### src/rtl/decision_wait_sched.sv
// Round-robin scheduler sharing one two-way decision-wait element between two
// synchronous requesters, using two-phase arm/fire signalling and synchronised z returns.
module decision_wait_sched #(
  parameter int SYNC_STAGES = 2,
  parameter int TO_W        = 8,
  parameter int TO_CYCLES   = 200
) (
  input  logic       clk,
  input  logic       rst,
  input  logic [1:0] req,
  output logic [1:0] done,
  output logic       busy,
  output logic       a1_o,
  output logic       a2_o,
  output logic       fire_o,
  input  logic       z1_i,
  input  logic       z2_i,
  output logic       err,
  input  logic       clr_err
);

  typedef enum logic [2:0] {IDLE, ARM, FIRE, WAIT_Z, DONE, ERR} state_t;

  state_t                 state;
  logic [SYNC_STAGES-1:0] z1_sync;
  logic [SYNC_STAGES-1:0] z2_sync;
  logic                   z1s;
  logic                   z2s;
  logic                   ez1;
  logic                   ez2;
  logic                   rr;
  logic                   sel;
  logic [TO_W-1:0]        wd;
  logic                   pick;
  logic                   pick_valid;
  logic                   complete;
  logic                   timeout;

  always_ff @(posedge clk or posedge rst) begin
    if (rst) begin
      z1_sync <= '0;
      z2_sync <= '0;
    end else begin
      z1_sync <= {z1_sync[SYNC_STAGES-2:0], z1_i};
      z2_sync <= {z2_sync[SYNC_STAGES-2:0], z2_i};
    end
  end

  assign z1s = z1_sync[SYNC_STAGES-1];
  assign z2s = z2_sync[SYNC_STAGES-1];

  // Only the selected channel can complete; a stray edge on the other one stays pending.
  assign complete = sel ? (z2s != ez2) : (z1s != ez1);
  assign timeout  = (wd == TO_W'(TO_CYCLES - 1));

  always_comb begin
    pick_valid = 1'b0;
    pick       = rr;
    if (req[rr]) begin
      pick_valid = 1'b1;
      pick       = rr;
    end else if (req[~rr]) begin
      pick_valid = 1'b1;
      pick       = ~rr;
    end
  end

  always_ff @(posedge clk or posedge rst) begin
    if (rst) begin
      state  <= IDLE;
      done   <= 2'b00;
      busy   <= 1'b0;
      a1_o   <= 1'b0;
      a2_o   <= 1'b0;
      fire_o <= 1'b0;
      err    <= 1'b0;
      ez1    <= 1'b0;
      ez2    <= 1'b0;
      rr     <= 1'b0;
      sel    <= 1'b0;
      wd     <= '0;
    end else begin
      done <= 2'b00;
      case (state)
        IDLE: begin
          if (pick_valid) begin
            sel   <= pick;
            busy  <= 1'b1;
            state <= ARM;
          end
        end
        ARM: begin
          if (sel) a2_o <= ~a2_o;
          else     a1_o <= ~a1_o;
          state <= FIRE;
        end
        FIRE: begin
          fire_o <= ~fire_o;
          wd     <= '0;
          state  <= WAIT_Z;
        end
        WAIT_Z: begin
          if (complete) begin
            if (sel) ez2 <= ~ez2;
            else     ez1 <= ~ez1;
            rr    <= ~sel;
            done  <= sel ? 2'b10 : 2'b01;
            state <= DONE;
          end else if (timeout) begin
            err   <= 1'b1;
            state <= ERR;
          end else begin
            wd <= wd + 1'b1;
          end
        end
        DONE: begin
          busy  <= 1'b0;
          state <= IDLE;
        end
        ERR: begin
          if (clr_err) begin
            // Adopt whatever phase the element is showing now so both channels realign.
            err   <= 1'b0;
            ez1   <= z1s;
            ez2   <= z2s;
            busy  <= 1'b0;
            state <= IDLE;
          end
        end
        default: begin
          busy  <= 1'b0;
          state <= IDLE;
        end
      endcase
    end
  end

endmodule

### config.mk
export PLATFORM = sky130hd
export DESIGN_NAME = decision_wait_sched
export DESIGN_NICKNAME = d
export VERILOG_FILES = /design/src/rtl/decision_wait_sched.sv
export SDC_FILE = /design/constraint.sdc
export NUM_CORES = 1
export LEC_CHECK = 0
export ABC_AREA = 1
export BUFFER_PORTS_ARGS = -buffer_cell sky130_fd_sc_hd__buf_2
export CAP_MARGIN = 20
export CORE_MARGIN = 8
export CORE_UTILIZATION = 30
export CTS_CLUSTER_SIZE = 30
export DETAILED_ROUTE_END_ITERATION = 10
export MAX_ROUTING_LAYER = met4
export PLACE_DENSITY_LB_ADDON = 0.15
export SETUP_SLACK_MARGIN = 0.05
export SLEW_MARGIN = 20
export SYNTH_ARGS = -nofsm -noshare
export SYNTH_HDL_FRONTEND = slang
export SYNTH_SLANG_ARGS = --single-unit
### constraint.sdc
create_clock -name clk -period 3.4 [get_ports clk]
set_clock_uncertainty 0.1 [all_clocks]
set_input_delay 0.68 -clock clk [delete_from_list [all_inputs] [get_ports clk]]
set_output_delay 0.68 -clock clk [all_outputs]
set_load 0.1 [all_outputs]
# --- After elaboration in Yosys (flattened, before gate mapping) ---
# Cells that the tools add are included.
# Widths: inputs -> output; s select.
classes:
  addsub: 1
  eq_ne: 16
  magnitude_cmp: 2
  bitwise: 8
  muxes: 34
  n_reduce_logical: 14
op_table:
  columns: ["cell", "n"]
  rows:
  - ["$mux 1", 19]
  - ["$mux 8", 2]
  - ["$ne 2x2->1 const B", 8]
  - ["$pmux 8 s2", 1]
  - ["$pmux 3 s5", 1]
  - ["$mux 3", 4]
  - ["$reduce_and 4->1", 3]
  - ["$reduce_and 3->1", 3]
  - ["$add 8x1->8 const B", 1]
  - ["$eq 8x8->1 const B", 1]
  - ["$not 1->1", 8]
  - ["$reduce_and 2->1", 4]
  - ["$eq 3x2->1 const B", 2]
  - ["$mux 2", 3]
  - ["$pmux 1 s2", 3]
  - ["$lt 1x2->1 const B", 2]
  - ["$reduce_bool 2->1", 2]
  - ["$eq 3x1->1 const B", 1]
  - ["$eq 3x3->1 const B", 1]
  - ["$logic_not 3->1", 1]
  - ["$ne 3x3->1 const B", 1]
  - ["$pmux 1 s3", 1]
  - ["$reduce_or 3->1", 1]
  - ["$ne 1x1->1", 2]
totals:
  in_bits: 7
  output_inout_bits: 7
  reg_bits: 26
  wordCells: 89

# --- Logic depth before layout (Yosys ltp) ---
depth:
  depth_word: 7
  mapped_depth: 10
  mapped_depth_nobuf: 10

# --- Worst setup path after synthesis ---
# No wires, ideal clock.
synth_path:
  kind: "register -> output"
  start: "register a1_o"
  end: "output a1_o"
  path_stages_with_launch: 1
  t_arrival_ns: 0.911
  n_path_buf: 0
  path_slack_ns: 1.709
  t_required_ns: 2.620
  path_cell_list: "dfrtp_1"
synth_lines:
  columns: ["item", "line_no", "text"]
  rows:
  - ["start: declaration", "13", "output logic a1_o,"]
  - ["start signal: assignment", "94", "else a1_o <= ~a1_o;"]
# No word-level cell between the ends.

# --- Worst setup path in the final report ---
layout_path:
  start: "register a1_o"
  end: "output a1_o"
# No word-level cell between the ends.

==> summary.txt <==
Status
  • Status: completed

Job
  • # Max-Cap Violations: 0

Timing
  • Hold_ws: 0.261 ns
  • Tcrit/Tclk final: 54.6%
  • Worst slew margin: 34.7%
  • Final setup viols: 0
  • Minimum clock period: 1.86 ns
  • RSZ-0062 raised after global routing: false
  • Worst-margin pin slew: 0.973 ns
  • Setup_tns: 0 ns
  • Final hold vios: 0
  • Achievable frequency: 539 MHz
  • Pins Over Slew Limit: 0

Logic synthesis
  • Count of cell types in the netlist: 26
  • Cells after synthesis: 170
  • Synth Area per Inst: 7.99 µm²
  • Async SR Flop Fraction: 100%
  • Synth top area share: 47.9%
  • Post-synth EDFFs: 0
  • Synth area leaders: dfrtp_1 48%, nand2_1 13%, inv_1 6.9%
  • Seq/Total Area, Yosys: 47.9%
  • Top_reg_cell synth: dfrtp_1
  • Synth Warn #: 0
  • Synthesized flop and latch total: 26
  • Area of the mapped netlist: 1360 µm²
  • Top cell type by total area after synthesis: dfrtp_1
  • Post-synth net total: 178

Final layout
  • Layout cells sized above 1: 16.7%
  • Nets: 195
  • N_diodes: 0
  • Area growth from synthesis to layout: 14.0%
  • Non-Filler Instances: 238

Global routing
  • GRT met2 Usage: 13.2%
  • Grt total ovfl: 0
  • Global route hottest layer: met2
  • GR Util met1: 9.89%
  • First-pass GRT wire length: 4740 µm
  • Via count of the first global-routing pass: 1090
  • Largest net degree at the start of global routing: 27
  • Global routing usage on met3: 2.05%
  • All-Layer GR Usage: 8.21%
  • Initial antenna violation count: 0

Clock tree
  • Total clock sinks: 26
  • Cts hold-fix bufs: 0
  • Post_cts resized: 0
  • Setup Buffers After CTS: 0
  • Max Root-Sink Buffers: 2
  • Clock transition at path regs: 0.10 ns
  • TritonCTS clock tree: yes
  • Root buf cell: clkbuf_8
  • Htree depth: 1
  • Worst-skew pair later-pin latency: 0.27 ns
  • Clock buffer count from CTS: 3

Hold path
  • Hold Path Class: flip-flop to flip-flop
  • Hold path depth: 0

Worst setup path
  • Slowest-stage cell, CP: buf_2
  • WP depth: 1
  • CP delay by family, top: buffers and inverters
  • Max Fanout on Critical Path: 2
  • Crit path DAT: 1.08 ns
  • CP cell instances: buf_2
  • CP required: 2.62 ns
  • Worst path buffer plus inverter count: 1
  • Startpoint types: flip-flop
  • Crit end category: output port
  • Setup CP Type: flip-flop to output port
  • Reg2reg path depth: 8
  • Largest stage delay, worst path: 0.44 ns

Routing
  • DR iter-0 viols: 38
  • Drt total wl: 2700 µm
  • Residual DRC count: 0
  • DR vias/cell: 4.63
  • Pre-antenna DRT Iters: 4
  • Antenna Nets Post-Route: 0
  • Via Count: 1102
  • Routed len/inst: 11.4 µm

Power
  • Total power: 1380 µW
  • Pleak: 0.000780 µW
  • Power per Cell Area: 893 nW/µm²
  • Peak VDD IR: 567 µV

Place
  • Port bufs: 13
  • Routability cong.: 0.745
  • Post-DP HPWL: 2040 µm
  • Placed cell count: 234

Floorplan
  • Die Ht: 83.3 µm
  • Die width: 83.3 µm
  • Starting density of the core: 31.2%
  • Die area: 6930 µm²
  • Area of the core: 4350 µm²
  • Num rows: 24
  • I/O pins: 14
-- flip-flops by register name (all words and copies together) (netlist names) --
name	count
fire_o	1
wd	8
busy	1
ez2	1
z1_sync	2
rr	1
a1_o	1
a2_o	1
sel	1
z2_sync	2
err	1
ez1	1
state	3
done	2
-- cells by family after synthesis --
logic type	count (synthesis)	share of synthesized area [%]
adder cells (fa/ha/maj)	1	0.922
flip-flops	26	47.9
buffers and inverters	29	8.76
AO/OA/AOI/OAI	17	6.73
AND/OR/NAND/NOR	93	33.1
XOR/XNOR	4	2.58
-- path summary, 6_finish.rpt --
path / startpoint / endpoint / slack (ns)
worst min-delay path: z2_sync[0] / z2_sync[1] / 0.26
min in group asynchronous: rst / wd[0] / 0.40
max in group asynchronous: rst / state[2] / 2.35
worst max-delay path: a1_o / a1_o / 1.54
worst min register to register: z2_sync[0] / z2_sync[1] / 0.26
worst max register to register: wd[0] / wd[5] / 1.84
-- layout by cell type (no fill, tap or decap) --
master,instances
buf_2,13
a21oi_1,2
inv_1,24
nor3b_1,1
nor2_4,1
nand3_1,15
clkinv_1,1
nor2_2,3
nor3_1,1
nand2_4,1
o21bai_1,1
xnor2_1,3
nand3_4,1
dfrtp_1,26
ha_1,1
o21ai_0,7
nor3_2,2
a21oi_2,1
nor2_8,1
xor2_1,1
o21ai_1,6
bufinv_16,1
inv_4,1
clkbuf_8,3
nand2_1,48
nand3_2,1
nand4_1,2
inv_2,2
nor2_1,16
-- cell usage after synthesis (2+ instances only) --
cell	n
a21oi_1	2
dfrtp_1	26
inv_1	25
inv_2	2
nand2_1	48
nand3_1	15
nand4_1	2
nor2_1	16
nor2_2	3
nor3_2	2
o21ai_0	7
o21ai_1	6
xnor2_1	3
-- layout make-up --
type                    count  area [µm²]
repair buffers             13        65.1
clock buffers               3        41.3
clock inverters             1        30.0
inverters                  28         108
flip-flops and latches     26         651
well taps                  52        65.1
fillers                   449        2810
multi-input cells         115         588
-- metal layers --
metal  wire length, µm  part of all wire, %
met1              1360                   50
met2              1240                   46
met4                24                 0.89
met3                72                  2.7
met5                 0                    0
-- per-stage QoR --
step | utilization (%) | instance area, µm² | worst slack, ns
after floorplan | - | 1360 | 1.71
after CTS | 35.5 | 1550 | 1.52
after detailed placement | 33.9 | 1480 | 1.62
final | 35.5 | 1550 | 1.54
after global routing | 35.5 | 1550 | 1.49
after global placement | 33.9 | 1480 | 1.64
-- power breakdown --
part / internal [µW] / switching (µW)
clock: 157 / 98.7
sequential: 391 / 63.0
combinational: 154 / 518
-- worst reg2reg max path, stage by stage, from the launching register on --
cell and delay [ns]:
dfrtp_1 0.44, ha_1 0.23, nand2_1 0.13, nor2_2 0.08, nand3_4 0.09, nand2_1 0.06, nor2_2 0.21, nand2_1 0.07
o21ai_1 0.09
Note: power is estimated with default switching activity, not from simulation.
